--- config.mk ---
export PLATFORM = sky130hd
export DESIGN_NAME = crossbar
export DESIGN_NICKNAME = d
export VERILOG_FILES = /design/src/rtl/crossbar.sv
export SDC_FILE = /design/constraint.sdc
export NUM_CORES = 1
export LEC_CHECK = 0
export CAP_MARGIN = 20
export CORE_UTILIZATION = 45
export DETAILED_ROUTE_END_ITERATION = 8
export PLACE_DENSITY = 0.67
export SLEW_MARGIN = 30
export SYNTH_ARGS = -nofsm -noshare
export SYNTH_HDL_FRONTEND = slang
export SYNTH_SLANG_ARGS = --single-unit
--- constraint.sdc ---
create_clock -name clk -period 6.15 [get_ports clk]
set_input_delay 1.845 -clock clk [delete_from_list [all_inputs] [get_ports clk]]
set_output_delay 1.845 -clock clk [all_outputs]
set_load 0.05 [all_outputs]
--- src/rtl/crossbar.sv ---
// ---------------------------------------------------------------------------
// crossbar
//
// N-input, M-output self-routing packet switch. Every input has its own FIFO.
// The head word of each FIFO carries its destination in
// word[ROUTE_LSB +: OUT_ADDR_WIDTH]. Each output runs a round-robin arbiter
// over the inputs whose head word targets it. Words leave through a
// registered output stage.
//
// Ports
//   clk          rising-edge clock
//   rst          asynchronous reset, active low
//   in_valid[i]  word present on input i
//   in_data      input i at [(IN_PORTS-1-i)*WIDTH +: WIDTH]
//   full[i]      FIFO i holds FIFO_DEPTH words; writes are dropped
//   almost_full  FIFO i holds at least FIFO_DEPTH-AF_MARGIN words
//   out_valid[o] one-cycle pulse, word present on output o
//   out_data     output o at [(OUT_PORTS-1-o)*WIDTH +: WIDTH]; holds when idle
//   stall[o]     downstream o cannot accept; output o grants nothing
//
// Optional build macro
//   CROSSBAR_OVERFLOW_CHECK_EN  simulation-only messages for dropped writes
//                               and discarded bad-route words
// ---------------------------------------------------------------------------
module crossbar #(
   parameter int WIDTH          = 8,
   parameter int IN_PORTS       = 4,
   parameter int OUT_PORTS      = 4,
   parameter int FIFO_DEPTH     = 8,
   parameter int IN_ADDR_WIDTH  = 2,
   parameter int OUT_ADDR_WIDTH = 2,
   parameter int ROUTE_LSB      = 0,
   parameter int AF_MARGIN      = 2
) (
   input  logic                          clk,
   input  logic                          rst,
   input  logic [0:IN_PORTS-1]           in_valid,
   input  logic [WIDTH*IN_PORTS-1:0]     in_data,
   output logic [0:IN_PORTS-1]           full,
   output logic [0:OUT_PORTS-1]          out_valid,
   output logic [WIDTH*OUT_PORTS-1:0]    out_data,
   input  logic [0:OUT_PORTS-1]          stall,
   output logic [0:IN_PORTS-1]           almost_full
);

   localparam int PTR_W  = (FIFO_DEPTH > 1) ? $clog2(FIFO_DEPTH) : 1;
   localparam int CNT_W  = $clog2(FIFO_DEPTH + 1);
   localparam int ROUTES = 1 << OUT_ADDR_WIDTH;

   // A route value is legal only if it names an existing output.
   function automatic logic [ROUTES-1:0] route_ok_mask();
      logic [ROUTES-1:0] m;
      m = '0;
      for (int d = 0; d < ROUTES; d++) m[d] = (d < OUT_PORTS);
      return m;
   endfunction

   localparam logic [ROUTES-1:0] ROUTE_OK = route_ok_mask();

   // FIFO storage and state
   logic [WIDTH-1:0]          mem      [IN_PORTS][FIFO_DEPTH];
   logic [PTR_W-1:0]          wr_ptr   [IN_PORTS];
   logic [PTR_W-1:0]          rd_ptr   [IN_PORTS];
   logic [CNT_W-1:0]          count    [IN_PORTS];
   logic [CNT_W-1:0]          count_nxt[IN_PORTS];

   // Head-of-queue view
   logic [WIDTH-1:0]          head     [IN_PORTS];
   logic [OUT_ADDR_WIDTH-1:0] dest     [IN_PORTS];
   logic [IN_PORTS-1:0]       nonempty;
   logic [IN_PORTS-1:0]       bad_route;
   logic [IN_PORTS-1:0]       wr_en;
   logic [IN_PORTS-1:0]       pop;

   // Arbitration
   logic [IN_PORTS-1:0]       req      [OUT_PORTS];
   logic [OUT_PORTS-1:0]      grant_valid;
   logic [IN_ADDR_WIDTH-1:0]  grant_idx[OUT_PORTS];
   logic [IN_ADDR_WIDTH-1:0]  ptr_nxt  [OUT_PORTS];
   logic [IN_ADDR_WIDTH-1:0]  arb_ptr  [OUT_PORTS];

   // -------------------------------------------------------------------
   // Head decode and requests
   // -------------------------------------------------------------------
   // NOTE: every always_comb output gets a value on every path (defaults
   // first) so no latch is inferred.
   always_comb begin
      for (int i = 0; i < IN_PORTS; i++) begin
         head[i]      = mem[i][rd_ptr[i]];
         dest[i]      = head[i][ROUTE_LSB +: OUT_ADDR_WIDTH];
         nonempty[i]  = (count[i] != '0);
         bad_route[i] = nonempty[i] & ~ROUTE_OK[dest[i]];
         // Writes are judged against the registered flag, so a pop in the
         // same cycle does not rescue a write into a full FIFO.
         wr_en[i]     = in_valid[i] & ~full[i];
      end
      for (int o = 0; o < OUT_PORTS; o++) begin
         req[o] = '0;
         for (int i = 0; i < IN_PORTS; i++)
            req[o][i] = nonempty[i] & ~bad_route[i] &
                        (dest[i] == OUT_ADDR_WIDTH'(o));
      end
   end

   // -------------------------------------------------------------------
   // Per-output round-robin: first requester at or after arb_ptr wins.
   // -------------------------------------------------------------------
   always_comb begin
      int idx;
      idx = 0;
      for (int o = 0; o < OUT_PORTS; o++) begin
         grant_valid[o] = 1'b0;
         grant_idx[o]   = '0;
         ptr_nxt[o]     = arb_ptr[o];
         if (!stall[o]) begin
            for (int k = 0; k < IN_PORTS; k++) begin
               idx = (int'(arb_ptr[o]) + k) % IN_PORTS;
               if (!grant_valid[o] && req[o][idx]) begin
                  grant_valid[o] = 1'b1;
                  grant_idx[o]   = IN_ADDR_WIDTH'(idx);
                  ptr_nxt[o]     = IN_ADDR_WIDTH'((idx + 1) % IN_PORTS);
               end
            end
         end
      end
   end

   // An input targets one output only, so it can win at most one grant.
   // Bad-route heads are discarded without arbitration.
   always_comb begin
      pop = bad_route;
      for (int o = 0; o < OUT_PORTS; o++)
         if (grant_valid[o]) pop[grant_idx[o]] = 1'b1;
      for (int i = 0; i < IN_PORTS; i++)
         count_nxt[i] = count[i] + CNT_W'(wr_en[i]) - CNT_W'(pop[i]);
   end

   // -------------------------------------------------------------------
   // FIFO control state
   // -------------------------------------------------------------------
   // NOTE: sequential state uses non-blocking assignments only, so every
   // register samples pre-edge values regardless of statement order.
   always_ff @(posedge clk or negedge rst) begin
      if (!rst) begin
         for (int i = 0; i < IN_PORTS; i++) begin
            wr_ptr[i]      <= '0;
            rd_ptr[i]      <= '0;
            count[i]       <= '0;
            full[i]        <= 1'b0;
            almost_full[i] <= 1'b0;
         end
      end else begin
         for (int i = 0; i < IN_PORTS; i++) begin
            if (wr_en[i]) wr_ptr[i] <= wr_ptr[i] + 1'b1;
            if (pop[i])   rd_ptr[i] <= rd_ptr[i] + 1'b1;
            count[i]       <= count_nxt[i];
            full[i]        <= (count_nxt[i] == CNT_W'(FIFO_DEPTH));
            almost_full[i] <= (count_nxt[i] >= CNT_W'(FIFO_DEPTH - AF_MARGIN));
         end
      end
   end

   // NOTE: the storage array has no reset; validity is tracked by the
   // pointers and counts, so stale contents are never observed.
   always_ff @(posedge clk) begin
      for (int i = 0; i < IN_PORTS; i++)
         if (wr_en[i])
            mem[i][wr_ptr[i]] <= in_data[(IN_PORTS-1-i)*WIDTH +: WIDTH];
   end

   // -------------------------------------------------------------------
   // Output register and arbiter pointers
   // -------------------------------------------------------------------
   always_ff @(posedge clk or negedge rst) begin
      if (!rst) begin
         out_valid <= '0;
         out_data  <= '0;
         for (int o = 0; o < OUT_PORTS; o++) arb_ptr[o] <= '0;
      end else begin
         for (int o = 0; o < OUT_PORTS; o++) begin
            out_valid[o] <= grant_valid[o];
            arb_ptr[o]   <= ptr_nxt[o];
            if (grant_valid[o])
               out_data[(OUT_PORTS-1-o)*WIDTH +: WIDTH] <= head[grant_idx[o]];
         end
      end
   end

`ifdef CROSSBAR_OVERFLOW_CHECK_EN
   // Simulation-only diagnostics; the datapath does not depend on them.
   always @(posedge clk) begin
      if (rst) begin
         for (int i = 0; i < IN_PORTS; i++) begin
            if (in_valid[i] && full[i])
               $display("%t crossbar %m: overflow input %0d", $time, i);
            if (bad_route[i])
               $display("%t crossbar %m: bad route input %0d", $time, i);
         end
      end
   end
`else
`endif

endmodule

# == Word-level counts from Yosys, hierarchy flattened ==
# Memories as Yosys holds them, arrays and structs flattened.
# Cells that the tools add are included.
# word_totals
mem_bits_ro,0
memories,1
input_bits,42
latchBits,0
ram_bits,256
elab_cells,432
regBits,92
# classes
mul,0
n_bitwise,72
n_eq_ne,16
n_addsub,40
reduce_logical,60
mux,172
shifts,0
magnitude_cmp,48
div_mod_pow,0
# memory_table
name,words,word_bits,rd,rd_clocked_by_memory_dff,wr,line_no,rtl
mem,4,64,4,0,4,61,logic [WIDTH-1:0] mem [IN_PORTS][FIFO_DEPTH];
# ops
cell,count
$mux W64,4
$mux W8,20
$bmux W8 S3,4
$demux W8 S3,4
$mux W1,72
$mux W2,36
$bmux W8 S2,4
$lt A3 B4 Y1 const B,12
$add A2 B2 Y2 const B,20
$bmux W1 S2,20
$lt A2 B3 Y1 const B,12
$ge A4 B4 Y1 const B,8
$not A3 Y4,8
$reduce_bool A4 Y1,8
$and A1 B1 Y1,28
$add A3 B1 Y3 const B,8
$reduce_or A2 Y1,12
$logic_and A1 B1 Y1,20
$add A4 B1 Y4,4
$eq A2 B2 Y1 const B,8
$eq A4 B4 Y1 const B,4
$ge A4 B3 Y1 const B,4
$lt A4 B1 Y1 const B,4
$mux W4,4
13 further kinds,80

# == Longest topological paths before layout ==
# logic_depth
word_depth,41
mapped_depth,20
ltp_nobuf,19

# == Worst setup path before layout ==
# Ideal clock, no wire load.
# synth_path
kind,input to register
from,input stall[0] (netlist name)
to,register full[0] (netlist name)
cell_stages,14
n_path_buf,2
t_required_ps,6049
arrival_time_ps,4494
path_slack_ps,1555
cell_sequence,clkbuf_1 > a21o_1 > clkbuf_1 > inv_1 > nand2_1 > nor2_1 > or4_4 > ha_1 > inv_1 > ha_1 > inv_1 > fa_1 > inv_1 > nor4_1
# synth_lines
element,line_no,rtl
start: declaration,42,"input logic [0:OUT_PORTS-1] stall,"
end signal: indexed assignment,157,full[i] <= (count_nxt[i] == CNT_W'(FIFO_DEPTH));
end: declaration,39,"output logic [0:IN_PORTS-1] full,"

==> flow_summary.yaml <==
outcome:
  status: "finished clean"
setup_path:
  path_class: "flop to flop"
  crit_chain: "mux4_2 -> mux2_4 -> a211oi_2 -> nor2_1 -> o31ai_4 -> nor2b_1 -> nor2_1 -> inv_1 -> ha_1 -> inv_1 -> ha_1 -> inv_1 -> fa_1 -> inv_1 -> nor4_1"
  max_stage_delay_ns: 0.88
  cp_num_cells: 15
  r2r_cells: 15
  start_kind: "flop"
  path_delay_family: "compound AO/OA/AOI/OAI gates"
  worstPathRequired_ns: 6.56
  endpoint_kind: "flop"
  crit_arrival_ns: 5.63
  cp_max_fo: 20
  slowest_stage: "dfrtp_1"
  critPathMostFrequentCell: "inv_1"
  crit_buf_inv: 4
synthesis:
  yosys_warnings: 0
  syn-instance-count: 1043
  synth_seq_area_share_pct: 63.7
  ys.flop_type: "edfxtp_1"
  synth-seq-cells: 348
  async_flop_share_pct: 26.4
  synth_edf_count: 256
  syn-num-nets: 1117
  yosysUniqueCellTypes: 74
  syn_avg_cell_area_um2: 15.0
  synth.cell_area_um2: 15700
timing:
  setup_viol: 0
  finalCritPeriodShare_pct: 84.8
  tns_ns: 0
  finClkSkew_ns: 0.0150
  maxSlewHeadroom_pct: 37.4
  clock.fmax_ghz: 0.192
  rsz0062_at_grt: "false"
  hold_violations: 0
  drv_slew: 0
  period_needed_ns: 5.21
  tightest_slew_ns: 0.933
global_route:
  grt_pass1_wl_um: 52400
  grt_usage_pct: 19.6
  antenna_found_initial: 1
  overflow: 0
  grt_pass1_vias: 8907
  grt_max_degree: 52
floorplanning:
  ios: 86
  die-area_um2: 35600
  core-area_um2: 34500
  die_x_um: 189
  initial_core_util_pct: 45.5
  fp-row-count: 68
  die_h_um: 189
clock_tree:
  cts.sinks: 348
  holdBufCountCts: 0
  htree_num_levels: 2
  clock-root-buffer: "clkbuf_16"
  postCtsSetupRepairBufs: 0
  tritoncts: "done"
  numCtsBuffers: 38
  clk_latency_ns: 0.53
  cts_buffer_depth: 3
  post_cts_resized: 0
  clkTransAtPathRegs_ns: 0.06
hold_path:
  hold_class: "flop to flop"
  min_path_cells: 1
cells_and_area:
  area_growth_pct: 16.8
  register_area_um2: 9990
  multi_input_area_um2: 5370
  fillers: 2783
  final_nets: 1219
  drive_above_1_share_pct: 17.1
route:
  postRouteAntennaNets: 0
  drt_iter0_markers: 893
  drtPass1Iterations: 5
  drc: 0
  drt_wl_total_um: 34100
  wl_per_cell_um: 20.9
  vias: 9140
  vias_per_cell: 5.60
place:
  port_buffers: 85
  place_congestion: 0.859
  dp_hpwl_um: 23800
run:
  maxCapViolCount: 0
worst paths after layout:
kind                        startpoint            to  slack, ns
max                          rd_ptr[7]       full[1]       0.94
min                        out_data[9]   out_data[9]       0.47
max reg2reg                  rd_ptr[7]       full[1]       0.94
min reg2reg                out_data[9]   out_data[9]       0.47
max in group asynchronous          rst  out_data[16]       3.67
min in group asynchronous          rst     wr_ptr[4]       1.36
registers in the layout (all words and copies together) (netlist names):
name and count:
almost_full 4, count 16, arb_ptr 8, out_data 32, out_valid 4, mem 256, rd_ptr 12, wr_ptr 12
full 4
Yosys cell counts (3+ instances only):
master | instances | area, um2
mux2_2 | 31 | 349
xnor2_1 | 20 | 175
dfrtp_1 | 92 | 2300
nand3_1 | 9 | 45.0
nor2b_1 | 18 | 113
a221oi_1 | 4 | 35.0
mux2_1 | 3 | 33.8
nor4_4 | 3 | 63.8
and3_1 | 3 | 18.8
ha_1 | 28 | 350
o221ai_1 | 10 | 87.6
nor4_1 | 7 | 43.8
clkbuf_1 | 20 | 75.1
nand4_1 | 4 | 25.0
o21ai_0 | 5 | 25.0
mux2i_2 | 3 | 41.3
nor2_1 | 68 | 255
a21oi_1 | 28 | 140
edfxtp_1 | 256 | 7690
and2_1 | 10 | 62.6
a22o_1 | 5 | 43.8
nor3b_1 | 3 | 22.5
nand2b_1 | 17 | 106
a32oi_1 | 6 | 52.6
nand2_1 | 80 | 300
buf_1 | 5 | 18.8
a31oi_1 | 5 | 31.3
xor2_1 | 6 | 52.6
o41ai_1 | 3 | 26.3
mux2_4 | 3 | 45.0
buf_2 | 12 | 60.1
nor3_1 | 19 | 95.1
mux4_2 | 60 | 1350
inv_1 | 51 | 191
nor3_2 | 5 | 50.1
a211o_1 | 3 | 26.3
o22ai_1 | 4 | 25.0
mux2i_1 | 48 | 480
o211ai_1 | 9 | 67.6
a22oi_1 | 10 | 75.1
a211oi_1 | 6 | 45.0
a21o_1 | 8 | 60.1
o21ai_1 | 7 | 35.0
fa_1 | 4 | 80.1
o31ai_1 | 4 | 30.0
metrics by stage:
step / cells / utilization (%) / setup WS [ns] / hold WS (ns) / area [um2]
detailed placement: 1560 / 49.6 / 0.831 / 0.451 / 17100
global route: 1630 / 53.2 / 0.510 / 0.499 / 18300
CTS: 1630 / 53.2 / 0.906 / 0.468 / 18300
global placement: 1560 / 49.6 / 0.925 / 0.449 / 17100
finish: 1631 / 53.2 / 0.935 / 0.467 / 18300
floorplan: 1043 / - / 1.55 / 0.457 / 15700
worst register-to-register path, cell delays in order (launching register included):
cell	delay, ns
dfrtp_1	0.88
mux4_2	0.62
mux2_4	0.32
a211oi_2	0.58
nor2_1	0.18
o31ai_4	0.58
nor2b_1	0.39
nor2_1	0.17
inv_1	0.09
ha_1	0.22
inv_1	0.06
ha_1	0.15
inv_1	0.05
fa_1	0.48
inv_1	0.06
nor4_1	0.29
placed cells by master, fill, tap and decap left out, types with 6 or more instances in the layout:
| cell type | netlist | layout |
|---|---|---|
| a211oi_1 | 6 | 6 |
| a21o_1 | 8 | 8 |
| a21oi_1 | 28 | 28 |
| a22oi_1 | 10 | 10 |
| a32oi_1 | 6 | 6 |
| and2_1 | 10 | 10 |
| buf_4 | 1 | 18 |
| clkbuf_1 | 20 | 12 |
| clkbuf_16 | 0 | 41 |
| clkdlybuf4s50_1 | 0 | 84 |
| dfrtp_1 | 92 | 92 |
| edfxtp_1 | 256 | 256 |
| ha_1 | 28 | 28 |
| inv_1 | 51 | 51 |
| mux2_2 | 31 | 31 |
| mux2i_1 | 48 | 48 |
| mux4_2 | 60 | 60 |
| nand2_1 | 80 | 80 |
| nand2b_1 | 17 | 17 |
| nand3_1 | 9 | 9 |
| nor2_1 | 68 | 66 |
| nor2b_1 | 18 | 18 |
| nor3_1 | 19 | 13 |
| nor3_2 | 5 | 11 |
| nor4_1 | 7 | 7 |
| o211ai_1 | 9 | 9 |
| o21ai_1 | 7 | 7 |
| o221ai_1 | 10 | 10 |
| xnor2_1 | 20 | 20 |
| xor2_1 | 6 | 6 |
cell type report:
cell class	count	area share, %
clock buffer	54	5.92
timing repair buffer	102	5.32
clock inverter	16	0.771
tap	455	3.11
multi-input combinational	603	29.3
inverter	52	1.06
antenna	1	0.0137
sequential	348	54.5
layer usage:
layer	wire, um	vias up	track usage (%)
li1	-	4216	-
met1	15400	4585	27.6
met2	16100	289	31.1
met3	1880	50	3.74
met4	692	0	5.43
met5	0	-	0
cells by family (layout without fill, tap and decap cells):
logic type,Yosys count,in the layout,share of synthesized area [%]
buffers and inverters,92,224,2.42
AND/OR/NAND/NOR,256,256,8.25
other,0,1,0
XOR/XNOR,26,26,1.45
multiplexers,148,148,14.7
adder cells (fa/ha/maj),32,32,2.74
flip-flops,348,348,63.7
AO/OA/AOI/OAI,141,141,6.80
Power is left out: the tool's default activity adds up to more than one toggle a clock period on the data nets, which glitch-free logic cannot reach.
